## src/rtl/pipe_hazard_ctrl_pkg.sv

```systemverilog
// rtl/pipe_hazard_ctrl_pkg.sv - shared FSM encodings, stage indices and hazard helpers
package pipe_hazard_ctrl_pkg;

  typedef enum logic [1:0] {
    PHC_RUN       = 2'd0,
    PHC_MEM_WAIT  = 2'd1,
    PHC_MD_WAIT   = 2'd2,
    PHC_TRAP_FILL = 2'd3
  } phc_state_e;

  // Bit positions of the per-stage control vectors.
  localparam int STG_IFID  = 0;
  localparam int STG_IDEX  = 1;
  localparam int STG_EXMEM = 2;
  localparam int STG_MEMWB = 3;

  localparam logic [3:0] STALL_ALL = 4'b1111;
  // MEM/WB keeps draining while EX holds the mul/div.
  localparam logic [3:0] STALL_MD  = STALL_ALL & ~(4'b0001 << STG_MEMWB);

  // A load writing x0 never creates a dependency.
  function automatic logic load_use_hit(
    input logic       is_load,
    input logic [4:0] rd,
    input logic [4:0] rs1,
    input logic [4:0] rs2,
    input logic [1:0] used
  );
    return is_load && (rd != 5'd0) &&
           ((used[0] && (rs1 == rd)) || (used[1] && (rs2 == rd)));
  endfunction

endpackage

```

## src/rtl/sat_counter.sv

```systemverilog
// rtl/sat_counter.sv - width-parameterised saturating up-counter with clear
//   clk, rst : clock, async active-high reset
//   clr      : synchronous clear (wins over inc)
//   inc      : increment by one, holds at all-ones
//   cnt      : current count
module sat_counter #(
  parameter int W = 8
) (
  input  logic         clk,
  input  logic         rst,
  input  logic         clr,
  input  logic         inc,
  output logic [W-1:0] cnt
);

  logic [W-1:0] cnt_q;
  logic [W-1:0] cnt_d;

  always_comb begin
    cnt_d = cnt_q;
    if (clr) begin
      cnt_d = '0;
    end else if (inc && (cnt_q != {W{1'b1}})) begin
      cnt_d = cnt_q + W'(1);
    end
  end

  always_ff @(posedge clk or posedge rst) begin
    if (rst) begin
      cnt_q <= '0;
    end else begin
      cnt_q <= cnt_d;
    end
  end

  assign cnt = cnt_q;

endmodule

```

## src/rtl/pipe_hazard_ctrl.sv

```systemverilog
// rtl/pipe_hazard_ctrl.sv - pipeline stall/flush/issue_select control for the dual-issue core
//   inputs : ID sources, EX dest/load/redirect/kill, MEM req/ack, mul/div start/done, trap
//   outputs: stall/flush/issue_sel per stage (bit0 IF/ID .. bit3 MEM/WB), pc_hold,
//            sticky md_timeout, saturating stall_cnt
module pipe_hazard_ctrl
  import pipe_hazard_ctrl_pkg::*;
#(
  parameter int MD_TIMEOUT  = 64,
  parameter int TRAP_REFILL = 2,
  parameter int CNT_W       = 32
) (
  input  logic             clk,
  input  logic             rst,
  input  logic [4:0]       id_rs1,
  input  logic [4:0]       id_rs2,
  input  logic [1:0]       id_rs_used,
  input  logic [4:0]       ex_rd,
  input  logic             ex_is_load,
  input  logic             ex_redirect,
  input  logic             ex_kill_issue1,
  input  logic             mem_req,
  input  logic             mem_ack,
  input  logic             md_start,
  input  logic             md_done,
  input  logic             trap,
  output logic [3:0]       stall,
  output logic [3:0]       flush,
  output logic [3:0]       issue_sel,
  output logic             pc_hold,
  output logic             md_timeout,
  output logic [CNT_W-1:0] stall_cnt
);

  localparam int MD_CW = (MD_TIMEOUT < 2) ? 1 : $clog2(MD_TIMEOUT + 1);
  localparam int RF_W  = (TRAP_REFILL < 2) ? 1 : $clog2(TRAP_REFILL + 1);

  phc_state_e       state_q, state_d;
  logic [RF_W-1:0]  refill_q, refill_d;
  logic             md_timeout_q, md_timeout_d;
  logic [MD_CW-1:0] md_cnt;
  logic             md_stay;
  logic             md_hit;
  logic             mem_wait;
  logic             load_use;
  logic [3:0]       stall_c, flush_c, isel_c;
  logic             pc_hold_c;

  assign mem_wait = mem_req && !mem_ack;
  assign load_use = load_use_hit(ex_is_load, ex_rd, id_rs1, id_rs2, id_rs_used);

  always_comb begin
    state_d   = state_q;
    refill_d  = refill_q;
    stall_c   = '0;
    flush_c   = '0;
    isel_c    = '0;
    pc_hold_c = 1'b0;
    md_stay   = 1'b0;
    md_hit    = 1'b0;

    if (trap) begin
      flush_c = 4'b1111;
      if (TRAP_REFILL == 0) begin
        state_d = PHC_RUN;
      end else begin
        state_d  = PHC_TRAP_FILL;
        refill_d = RF_W'(TRAP_REFILL);
      end
    end else begin
      case (state_q)
        PHC_TRAP_FILL: begin
          flush_c[STG_IFID] = 1'b1;
          if (refill_q != '0) begin
            refill_d = refill_q - RF_W'(1);
          end
          if (refill_q <= RF_W'(1)) begin
            state_d = PHC_RUN;
          end
        end

        PHC_MD_WAIT: begin
          if (!md_done) begin
            // Still waiting; a memory wait layered on top stalls MEM/WB too.
            md_stay   = 1'b1;
            md_hit    = (int'(md_cnt) + 1) >= MD_TIMEOUT;
            stall_c   = mem_wait ? STALL_ALL : STALL_MD;
            pc_hold_c = 1'b1;
          end else if (md_start) begin
            // Back-to-back op: the wait counter restarts via md_stay = 0.
            stall_c   = mem_wait ? STALL_ALL : STALL_MD;
            pc_hold_c = 1'b1;
          end else if (mem_wait) begin
            stall_c   = STALL_ALL;
            pc_hold_c = 1'b1;
            state_d   = PHC_MEM_WAIT;
          end else begin
            state_d = PHC_RUN;
          end
        end

        default: begin
          if (mem_wait) begin
            stall_c   = STALL_ALL;
            pc_hold_c = 1'b1;
            state_d   = PHC_MEM_WAIT;
          end else if (md_start) begin
            stall_c   = STALL_MD;
            pc_hold_c = 1'b1;
            state_d   = PHC_MD_WAIT;
          end else begin
            state_d = PHC_RUN;
            // Redirect and load-use only act on a free-running pipe, not in
            // the release cycle of a memory wait.
            if (state_q == PHC_RUN) begin
              if (ex_redirect) begin
                flush_c[STG_IFID] = 1'b1;
                flush_c[STG_IDEX] = 1'b1;
              end
              if (ex_kill_issue1) begin
                flush_c[STG_EXMEM] = 1'b1;
                isel_c[STG_EXMEM]  = 1'b1;
              end
              if (load_use && !ex_redirect) begin
                stall_c[STG_IFID] = 1'b1;
                flush_c[STG_IDEX] = 1'b1;
                pc_hold_c         = 1'b1;
              end
            end
          end
        end
      endcase
    end

    md_timeout_d = md_timeout_q | md_hit;
  end

  always_ff @(posedge clk or posedge rst) begin
    if (rst) begin
      state_q      <= PHC_RUN;
      refill_q     <= '0;
      md_timeout_q <= 1'b0;
    end else begin
      state_q      <= state_d;
      refill_q     <= refill_d;
      md_timeout_q <= md_timeout_d;
    end
  end

  sat_counter #(.W(MD_CW)) u_md_cnt (
    .clk (clk),
    .rst (rst),
    .clr (!md_stay),
    .inc (md_stay),
    .cnt (md_cnt)
  );

  sat_counter #(.W(CNT_W)) u_stall_cnt (
    .clk (clk),
    .rst (rst),
    .clr (1'b0),
    .inc (|stall_c),
    .cnt (stall_cnt)
  );

  // Outputs are forced low for the whole reset window, not just after an edge.
  assign stall      = rst ? 4'b0000 : stall_c;
  assign flush      = rst ? 4'b0000 : flush_c;
  assign issue_sel  = rst ? 4'b0000 : isel_c;
  assign pc_hold    = !rst && pc_hold_c;
  assign md_timeout = !rst && (md_timeout_q || md_hit);

endmodule

```

## config.mk

```make
export PLATFORM = sky130hd
export DESIGN_NAME = pipe_hazard_ctrl
export DESIGN_NICKNAME = d
export VERILOG_FILES = /design/src/rtl/pipe_hazard_ctrl_pkg.sv /design/src/rtl/sat_counter.sv /design/src/rtl/pipe_hazard_ctrl.sv
export SDC_FILE = /design/constraint.sdc
export NUM_CORES = 1
export LEC_CHECK = 0
export ABC_AREA = 1
export CAP_MARGIN = 25
export CORE_MARGIN = 10
export CORE_UTILIZATION = 51
export DETAILED_ROUTE_END_ITERATION = 10
export HOLD_SLACK_MARGIN = 0.03
export MAX_ROUTING_LAYER = met4
export PLACE_DENSITY = 0.81
export SYNTH_ARGS = -nofsm -noshare
export SYNTH_HDL_FRONTEND = slang
export SYNTH_SLANG_ARGS = --single-unit
```

## constraint.sdc

```tcl
create_clock -name clk -period 2 [get_ports clk]
set_input_delay 0.2 -clock clk [delete_from_list [all_inputs] [get_ports clk]]
set_output_delay 0.2 -clock clk [all_outputs]
set_load 0.01 [all_outputs]
```

-- Yosys cells after proc, flatten, opt, wreduce, memory -nomap -nowiden
Cells that the tools add are included.
- bits in registers: 44
- output and inout port bits: 46
- word-level logic and storage cells: 100
- add/sub/neg operators: 4
- $lt $le $gt $ge: 2
- equal/unequal tests: 10
- multiplexer cells: 54
- bitwise logic cells: 1
- reduce and logical (&&, ||, !) cells: 24
- operator list (kind ; number):
    $add 32x1->32 const B ; 1
    $mux 4 ; 8
    $ne 32x32->1 const B ; 1
    $mux 2 ; 12
    $mux 1 ; 23
    $mux 3 ; 5
    $mux 7 ; 2
    $eq 5x5->1 ; 2
    $logic_and 1x1->1 ; 10
    $ne 3x3->1 const B ; 3
    $add 7x1->8 const B ; 1
    $ge 8x7->1 const B ; 1
    $pmux 4 s2 ; 1
    $add 7x1->7 const B ; 1
    $ne 7x7->1 const B ; 1
    $reduce_bool 2->1 ; 3
    $reduce_bool 5->1 ; 1
    $eq 2x2->1 const B ; 2
    $pmux 1 s2 ; 2
    $pmux 2 s2 ; 1
    $reduce_or 4->1 ; 1
    $logic_not 1->1 ; 3
    $reduce_and 3->1 ; 1
    $le 2x1->1 const B ; 1
    other kinds (7) ; 8

-- Logic depth before layout (Yosys ltp)
Gate-level depths: netlist of run 1.
- depth after elaboration: 13
- depth in mapped cells: 12

-- Modules after synthesis
A second synthesis of run 1 with hierarchy kept.
- cell total of the unflattened synthesis: 546
- area, all modules: 3385.7 um^2
- modules (own cells, without submodules) (module ; times used ; cells an instance ; area each (um^2)):
    sat_counter at u_stall_cnt ; 1 ; 360 ; 2274.7
    pipe_hazard_ctrl ; 1 ; 128 ; 683.2
    sat_counter at u_md_cnt ; 1 ; 58 ; 427.9

-- Worst setup path after synthesis of run 1
OpenSTA, ideal clock, no wires.
- path kind: input-to-output
- start: in rst
- end: out issue_sel[2]
- data arrival time: 1742 ps
- required time: 1800 ps
- slack: 58 ps
- stages: 4
- path buffers: 1
- cell sequence: clkbuf_1 inv_1 nand3_1 nor2_1
- longest elaborated chain between the ends: 1
- ends and longest elaborated chain (item ; line ; source):
    start: declaration ; pipe_hazard_ctrl.sv:13 ; input logic rst,
    $mux 3 ; pipe_hazard_ctrl.sv:168 ; assign issue_sel = rst ? 4'b0000 : isel_c;
    end: declaration ; pipe_hazard_ctrl.sv:28 ; output logic [3:0] issue_sel,
Every way passes these cells.

-- Final worst setup path of run 1
- start: in trap
- end: out flush[3]
- longest elaborated chain between the ends: 2
- ends and longest elaborated chain (item ; line ; source):
    start: declaration ; pipe_hazard_ctrl.sv:25 ; input logic trap,
    $mux 1 ; pipe_hazard_ctrl.sv:61 ; if (trap) begin
    $mux 4 ; pipe_hazard_ctrl.sv:167 ; assign flush = rst ? 4'b0000 : flush_c;
    end: declaration ; pipe_hazard_ctrl.sv:27 ; output logic [3:0] flush,
Every way passes these cells.

==> flow_metrics.tcl, run 1 <==
set metrics [dict create \
    status "finished, final reports clean" \
    die_x_um 99.4 \
    core_sq_um 6030 \
    final_nets 612 \
    place_hpwl_mm 7.49 \
    grt_first_pass_wirelength_mm 15.7 \
    rsz0062_at_grt "true" \
    pin_count 73 \
    cts_inserted_buffers 5 \
    drt_pass1_iterations 5 \
    drc 0 \
    place_inst 648 \
    ys.flop_type "dfrtp_1" \
    finalHoldViolCount 0 \
    critical_path_required_ns 1.80 \
    grt_usage 0.194 \
    crit_fanout 6 \
    port_buffers 69 \
    path_clk_slew_ns 0.08 \
    hold_ws_ns 0.455 \
    synth_common_cells "nand2_1, nand3_1, nor2_1" \
    ir_worst_vdd_mv 0.746 \
    finalSetupViolations 0 \
    root_buffer "clkbuf_8" \
    cts_setup_buffers 0 \
    synth_edf_count 0 \
    clk_path_buf_depth 2 \
    syn_to_final_growth_pct 30.8 \
    async_flop_share 1.00 \
    n_antenna_cell 0 \
    cts_tree "yes" \
    maxCapViolations 0 \
    critical_path_class "in2out" \
    gp_congestion 0.995 \
    finalCritPeriodShare 0.973 \
    antenna_found_initial 0 \
    yosys.area.top_type "dfrtp_1" \
    yosysMostFrequentCell "nand2_1" \
    skew_ns 0.00219 \
    initial_utilization 0.534 \
    rows 28 \
    hold_class "reg2reg" \
    first_global_vias 3214 \
    drtAntennaViolNets 0 \
    avgSynthCellArea_sq_um 6.58 \
    ys_warn_count 0 \
    die_y_um 99.4 \
    synth_top_area_share 0.342 \
    synth_area_sq_um 3220 \
    h-tree-depth 2 \
    fin_ws_ns 0.0548 \
    total_power_uw 2340 \
    synthDistinctLibCells 31 \
    vias 3382 \
    max_freq_mhz 514 \
    grt_overflow_total 0 \
    cts_sinks 44 \
    place_ws_ns -0.199 \
    holdBufCountCts 0 \
    post-route-min-period_ns 1.95 \
    grt_max_degree 45 \
    leakage_uw 0.00216 \
    netlist_top_cells_area "dfrtp_1, nand2_1, nand3_1, nor2_1, inv_1" \
    arrival_ns 1.75 \
    drv_slew 0 \
    fin_cells 656 \
    vias_per_cell 5.16 \
    post_drt_wl_per_cell_um 14.2 \
    die-area_sq_um 9880 \
    worst_pin_slew_ns 0.561 \
    clock_latency_ns 0.30 \
    ys_seq_area_frac 0.342 \
    totalWireLength_mm 9.34 \
    powerDensity_nw_per_um2 557 \
    drt_iter0_markers 203 \
    endpoint_kind "output port" \
    drive_gt1_frac 0.102 \
    postSynthCellCount 489 \
    synth.ff_latch_count 44 \
    relSlewSlack 0.626 \
    start_kind "input port" \
]
==> cell type report <==
type / instances / area [sq um]
flip-flops and latches: 44 / 1100
fillers: 561 / 1820
inverters: 49 / 184
repair buffers: 97 / 873
well taps: 75 / 93.8
clock buffers: 6 / 82.6
clock inverters: 2 / 10.0
multi-input cells: 383 / 1860
==> final timing paths <==
check | start | endpoint | slack, ns | depth (start not counted)
worst max-delay path | trap | flush[3] | 0.05 | 6
worst min-delay path | md_timeout_q | md_timeout_q | 0.45 | 2
worst max register to register | u_stall_cnt.cnt[1] | u_stall_cnt.cnt[10] | 0.23 | 9
worst min register to register | md_timeout_q | md_timeout_q | 0.45 | 2
max in group asynchronous | rst | u_stall_cnt.cnt[28] | 1.08 | 3
min in group asynchronous | rst | u_stall_cnt.cnt[30] | 0.55 | 3
==> stage by stage <==
stage | utilization | instance area, sq um | TNS [ns]
final | 0.698 | 4210 | 0
after global routing | 0.698 | 4210 | -0.0431
after CTS | 0.697 | 4200 | 0
after detailed placement | 0.683 | 4120 | -4.98
after global placement | 0.683 | 4120 | -2.19
after floorplan | - | 3220 | 0
==> cell families (layout without fill, tap and decap cells) <==
family,count (synthesis),count (layout),synth area share
AO/OA/AOI/OAI,19,19,0.0350
XOR/XNOR,22,22,0.0599
adder cells (fa/ha/maj),5,5,0.0195
buffers and inverters,64,154,0.0891
flip-flops,44,44,0.342
other,1,3,0.00117
AND/OR/NAND/NOR,334,334,0.453
==> cell usage in the layout (no fill, tap or decap) <==
master / count
a21boi_0: 1
a21oi_1: 4
a31oi_1: 6
buf_2: 1
buf_4: 28
clkbuf_2: 3
clkbuf_8: 6
clkdlybuf4s50_1: 59
clkinv_1: 1
clkinv_2: 2
conb_1: 3
dfrtp_1: 44
dlygate4sd2_1: 6
ha_1: 5
inv_1: 45
inv_2: 3
nand2_1: 192
nand2_2: 3
nand2_8: 1
nand3_1: 54
nand3b_1: 8
nand3b_4: 1
nand4_1: 5
nor2_1: 52
nor2_2: 3
nor2_4: 2
nor3_1: 8
nor3_2: 2
nor3_4: 1
nor4_1: 1
nor4_2: 1
o2111ai_1: 1
o2111ai_2: 1
o21ai_0: 5
o21ai_2: 1
xnor2_1: 10
xor2_1: 12
==> sequential cells by signal, indices dropped and copies added (netlist names) <==
name	cells
u_stall_cnt.cnt	32
u_md_cnt.cnt	7
refill_q	2
state_q	2
md_timeout_q	1
==> routing by layer <==
layer  global-route usage  part of all wire  vias up
li1                     -                 -     1712
met1                0.255              0.46     1560
met2                0.307              0.47       99
met3               0.0298             0.053       11
met4               0.0485             0.013        0
met5                    -                 0        -
==> worst max-delay path, cell delays in order <==
cell,delay [ns]
clkdlybuf4s50_1,0.49
inv_1,0.06
buf_4,0.16
buf_4,0.16
nor2_1,0.11
clkdlybuf4s50_1,0.57
==> report_power, final <==
group | internal, uW | total [uW] | switching [uW]
logic | 314 | 720 | 405
registers | 960 | 1040 | 77.2
clock network | 276 | 587 | 311
total | 1550 | 2340 | 794
==> timing repair <==
action | CTS | global route
resized for setup | 16 | 9
pin swaps | 0 | 0
setup endpoints to repair | 10 | 10
(Power assumes the default switching activity.)
==> inputs of run 2 (changes only) <==
- CORE_UTILIZATION: 51 -> 55
- PLACE_DENSITY: 0.81 -> 0.86
- clock period: 2 -> 2.5 ns (I/O delays scaled with it)
==> flow_metrics.tcl, run 2 (same netlist as run 1, synthesis figures left out) <==
set metrics [dict create \
    holdBufCountCts 0 \
    p_clk_frac 0.295 \
    finalHoldViolCount 0 \
    drtAntennaViolNets 0 \
    place_hpwl_mm 7.00 \
    final_nets 590 \
    mostFrequentLayoutCells "nand2_1, clkdlybuf4s50_1, nand3_1, nor2_1, inv_1" \
    start_kind "input port" \
    vias 3280 \
    worst_pin_slew_ns 0.556 \
    fin_cells 631 \
    critical_path_required_ns 2.25 \
    place_inst 623 \
    relSlewSlack 0.630 \
    stdcell_area_sq_um 4070 \
    grt_max_degree 45 \
    drt_iter0_markers 244 \
    first_global_vias 3198 \
    grt_first_pass_wirelength_mm 15.0 \
    cts_tree "yes" \
    maxCapViolations 0 \
    hold_class "reg2reg" \
    grt_usage 0.204 \
    cts_sinks 44 \
    status "finished, final reports clean" \
    crit_fanout 4 \
    ir_worst_vdd_mv 0.452 \
    p_int_uw 1290 \
    finalCritPeriodShare 0.913 \
    drv_slew 0 \
    rows 27 \
    post_drt_wl_per_cell_um 14.0 \
    finalSetupViolations 0 \
    drive_gt1_frac 0.0537 \
    setup_tns_ns 0 \
    skew_ns 0.00813 \
    grt_overflow_total 0 \
    power_switching_uw 640 \
    h-tree-depth 2 \
    clk_path_buf_depth 2 \
    antenna_found_initial 0 \
    n_antenna_cell 0 \
    hold_ws_ns 0.457 \
    core_sq_um 5570 \
    pin_count 73 \
    rsz0062_at_grt "false" \
    max_freq_mhz 438 \
    vias_per_cell 5.20 \
    cts_inserted_buffers 5 \
    port_buffers 69 \
    die_x_um 96.5 \
    drt_pass1_iterations 5 \
    die-area_sq_um 9300 \
    gp_congestion 0.999 \
    largest_reg_flops 32 \
    powerDensity_nw_per_um2 473 \
    die_y_um 96.5 \
    root_buffer "clkbuf_8" \
    fillerInstances 483 \
    initial_utilization 0.577 \
    place_area_sq_um 3950 \
    syn_to_final_growth_pct 26.5 \
    endpoint_kind "output port" \
    leakage_uw 0.00206 \
    path_clk_slew_ns 0.09 \
    comb_power_share 0.268 \
    final_common_cell "nand2_1" \
    totalWireLength_mm 8.85 \
    total_power_uw 1930 \
    arrival_ns 2.03 \
    seqPwrFrac 0.437 \
    critical_path_class "in2out" \
    post-route-min-period_ns 2.28 \
    clock_latency_ns 0.31 \
    drc 0 \
    p_sw_frac 0.332 \
]
-- run 2: critical path, stage by stage --
cell             delay [ns]
clkdlybuf4s50_1        0.46
inv_1                  0.05
nand2_1                0.11
nand2_1                0.08
nor3_1                 0.24
nand2_1                0.11
a31oi_1                0.18
clkdlybuf4s50_1        0.56
-- run 2: per-stage QoR --
stage	setup slack, ns	util
6_report	0.218	0.730
5_1_grt	0.00938	0.730
4_1_cts	0.156	0.728
3_5_place_dp	0.158	0.708
3_3_place_gp	0.232	0.708
2_1_floorplan	0.458	-
-- run 2: final cells by class --
| class | instances | area [sq um] | share of cell area |
|---|---|---|---|
| multi-input combinational | 383 | 1840 | 0.452 |
| clock buffer | 5 | 68.8 | 0.0169 |
| timing repair buffer | 75 | 739 | 0.182 |
| tap | 72 | 90.1 | 0.0221 |
| sequential | 44 | 1100 | 0.271 |
| inverter | 49 | 184 | 0.0452 |
| clock inverter | 3 | 46.3 | 0.0114 |
-- run 2: power groups by stage --
| stage | Sequential, uW | Clock [uW] | Combinational [uW] |
|---|---|---|---|
| after floorplan | 859 | 0 | 306 |
| after global placement | 852 | 0 | 501 |
| after detailed placement | 854 | 0 | 516 |
| after CTS | 841 | 574 | 519 |
| after global routing | 854 | 599 | 578 |
| final | 841 | 568 | 517 |
-- run 2: routing by layer --
metal	up-vias	track usage	share of wire
met3	11	0.0316	0.051
met2	92	0.339	0.48
met5	-	-	0
met4	0	0.0436	0.0093
li1	1676	-	-
met1	1501	0.258	0.46
-- run 2: timing repair --
item	CTS	global route
setup endpoints to repair	1	3
setup buffers	0	0
gates resized for setup	1	4
-- run 2: final timing paths --
check | start | end | slack (ns) | cells past startpoint
min reg2reg | md_timeout_q | md_timeout_q | 0.46 | 2
max reg2reg | u_stall_cnt.cnt[0] | u_stall_cnt.cnt[14] | 0.43 | 9
min | md_timeout_q | md_timeout_q | 0.46 | 2
max in group asynchronous | rst | u_stall_cnt.cnt[1] | 1.47 | 3
min in group asynchronous | rst | u_stall_cnt.cnt[20] | 0.66 | 3
max | mem_ack | flush[1] | 0.22 | 8
==> inputs of run 3 (changes only) <==
- CORE_UTILIZATION: 55 -> 60
- DONT_BUFFER_PORTS: unset -> 1
- PLACE_DENSITY: 0.86 -> 0.76
==> flow_metrics.tcl, run 3 (same netlist as run 1, synthesis figures left out) <==
set metrics [dict create \
    mostFrequentLayoutCells "nand2_1, nand3_1, nor2_1, inv_1, dfrtp_1" \
    drt_pass1_iterations 5 \
    largest_reg_flops 32 \
    holdBufCountCts 1 \
    drv_slew 0 \
    initial_utilization 0.626 \
    die_x_um 93.2 \
    drt_iter0_markers 281 \
    critical_path_class "reg2out" \
    grt_first_pass_wirelength_mm 14.1 \
    final_nets 520 \
    first_global_vias 2944 \
    ctsResizeCount 0 \
    final_common_cell "nand2_1" \
    finalCritPeriodShare 0.884 \
    port_buffers 0 \
    totalWireLength_mm 8.19 \
    fin_cells 559 \
    finalSetupViolations 0 \
    place_inst 550 \
    rsz0062_at_grt "false" \
    gp_congestion 0.956 \
    crit_fanout 4 \
    h-tree-depth 2 \
    grt_usage 0.202 \
    antenna_found_initial 0 \
    drtAntennaViolNets 0 \
    critical_path_required_ns 2.25 \
    skew_ns 0.00634 \
    clk_path_buf_depth 2 \
    max_freq_mhz 453 \
    syn_to_final_growth_pct 4.47 \
    grt_overflow_total 0 \
    drc 0 \
    place_hpwl_mm 6.40 \
    start_kind "flip-flop" \
    die-area_sq_um 8690 \
    die_y_um 93.2 \
    clock_latency_ns 0.30 \
    drive_gt1_frac 0.0552 \
    status "finished, final reports clean" \
    post-route-min-period_ns 2.21 \
    cts_tree "yes" \
    rows 26 \
    finalHoldViolCount 0 \
    grt_max_degree 45 \
    cts_setup_buffers 0 \
    vias 3073 \
    vias_per_cell 5.50 \
    post_drt_wl_per_cell_um 14.6 \
    maxCapViolations 0 \
    cts_sinks 44 \
    path_clk_slew_ns 0.09 \
    relSlewSlack 0.637 \
    r2r_slack_ns 0.31 \
    setup_tns_ns 0 \
    powerDensity_nw_per_um2 525 \
    hold_class "in2reg" \
    worst_pin_slew_ns 0.540 \
    arrival_ns 1.96 \
    pin_count 73 \
    ir_worst_vdd_mv 0.492 \
    n_antenna_cell 0 \
    root_buffer "clkbuf_8" \
    endpoint_kind "output port" \
    core_sq_um 5140 \
    cts_inserted_buffers 5 \
    leakage_uw 0.00177 \
]
==> run 3: changes by cell type in the layout (fill, tap and decap cells not counted), sizes merged <==
cell	change
clkinv	+1
dlygate4sd3	+1
clkdlybuf4s50	-66
dlymetal6s2s	-2
dlygate4sd2	-1
buf	-2
inv	-1
==> run 3: per-stage QoR <==
step           setup WS, ns  hold slack [ns]  total power [uW]  utilization  area, sq um
6_report              0.290           0.0696              1760        0.654         3360
5_1_grt              0.0889           0.0629              1880        0.654         3360
4_1_cts               0.292           0.0667              1780        0.654         3360
3_5_place_dp          0.334            0.328              1230        0.630         3240
3_3_place_gp          0.437            0.316              1210        0.630         3240
2_1_floorplan         0.458            0.370              1170            -         3220
==> run 3: final timing paths <==
| kind | from | endpoint | cells after the start |
|---|---|---|---|
| setup / recovery | u_md_cnt.cnt[0] | md_timeout | 8 |
| hold / removal | trap | state_q[1] | 2 |
| setup reg to reg | u_stall_cnt.cnt[0] | u_stall_cnt.cnt[25] | 9 |
| hold reg to reg | md_timeout_q | md_timeout_q | 2 |
| max in group asynchronous | rst | u_stall_cnt.cnt[29] | 3 |
| min in group asynchronous | rst | refill_q[1] | 3 |
==> run 3: power by group <==
part           switching, uW  leakage, uW  internal (uW)
Sequential               101     0.000599            767
Combinational            244      0.00111            105
Clock                    251    0.0000541            296
Total                    597      0.00177           1170
==> run 3: layout make-up <==
class,instances,area [sq um]
clock inverters,3,42.5
flip-flops and latches,44,1100
fillers,499,1780
multi-input cells,383,1840
repair buffers,5,40.0
well taps,70,87.6
inverters,49,184
clock buffers,5,68.8
==> run 3: worst max-delay path: stages (launching register included) <==
cell	delay, ns
dfrtp_1	0.43
ha_1	0.24
nand3_1	0.10
nor2_1	0.06
nand2_1	0.15
inv_1	0.09
nor2_1	0.12
o21ai_0	0.16
a21oi_1	0.30
==> run 3: layer usage <==
layer,vias to the layer above,GRT usage,share of wire
li1,1539,-,-
met1,1376,0.249,0.41
met2,140,0.310,0.47
met3,18,0.0616,0.10
met4,0,0.0668,0.018
met5,-,-,0
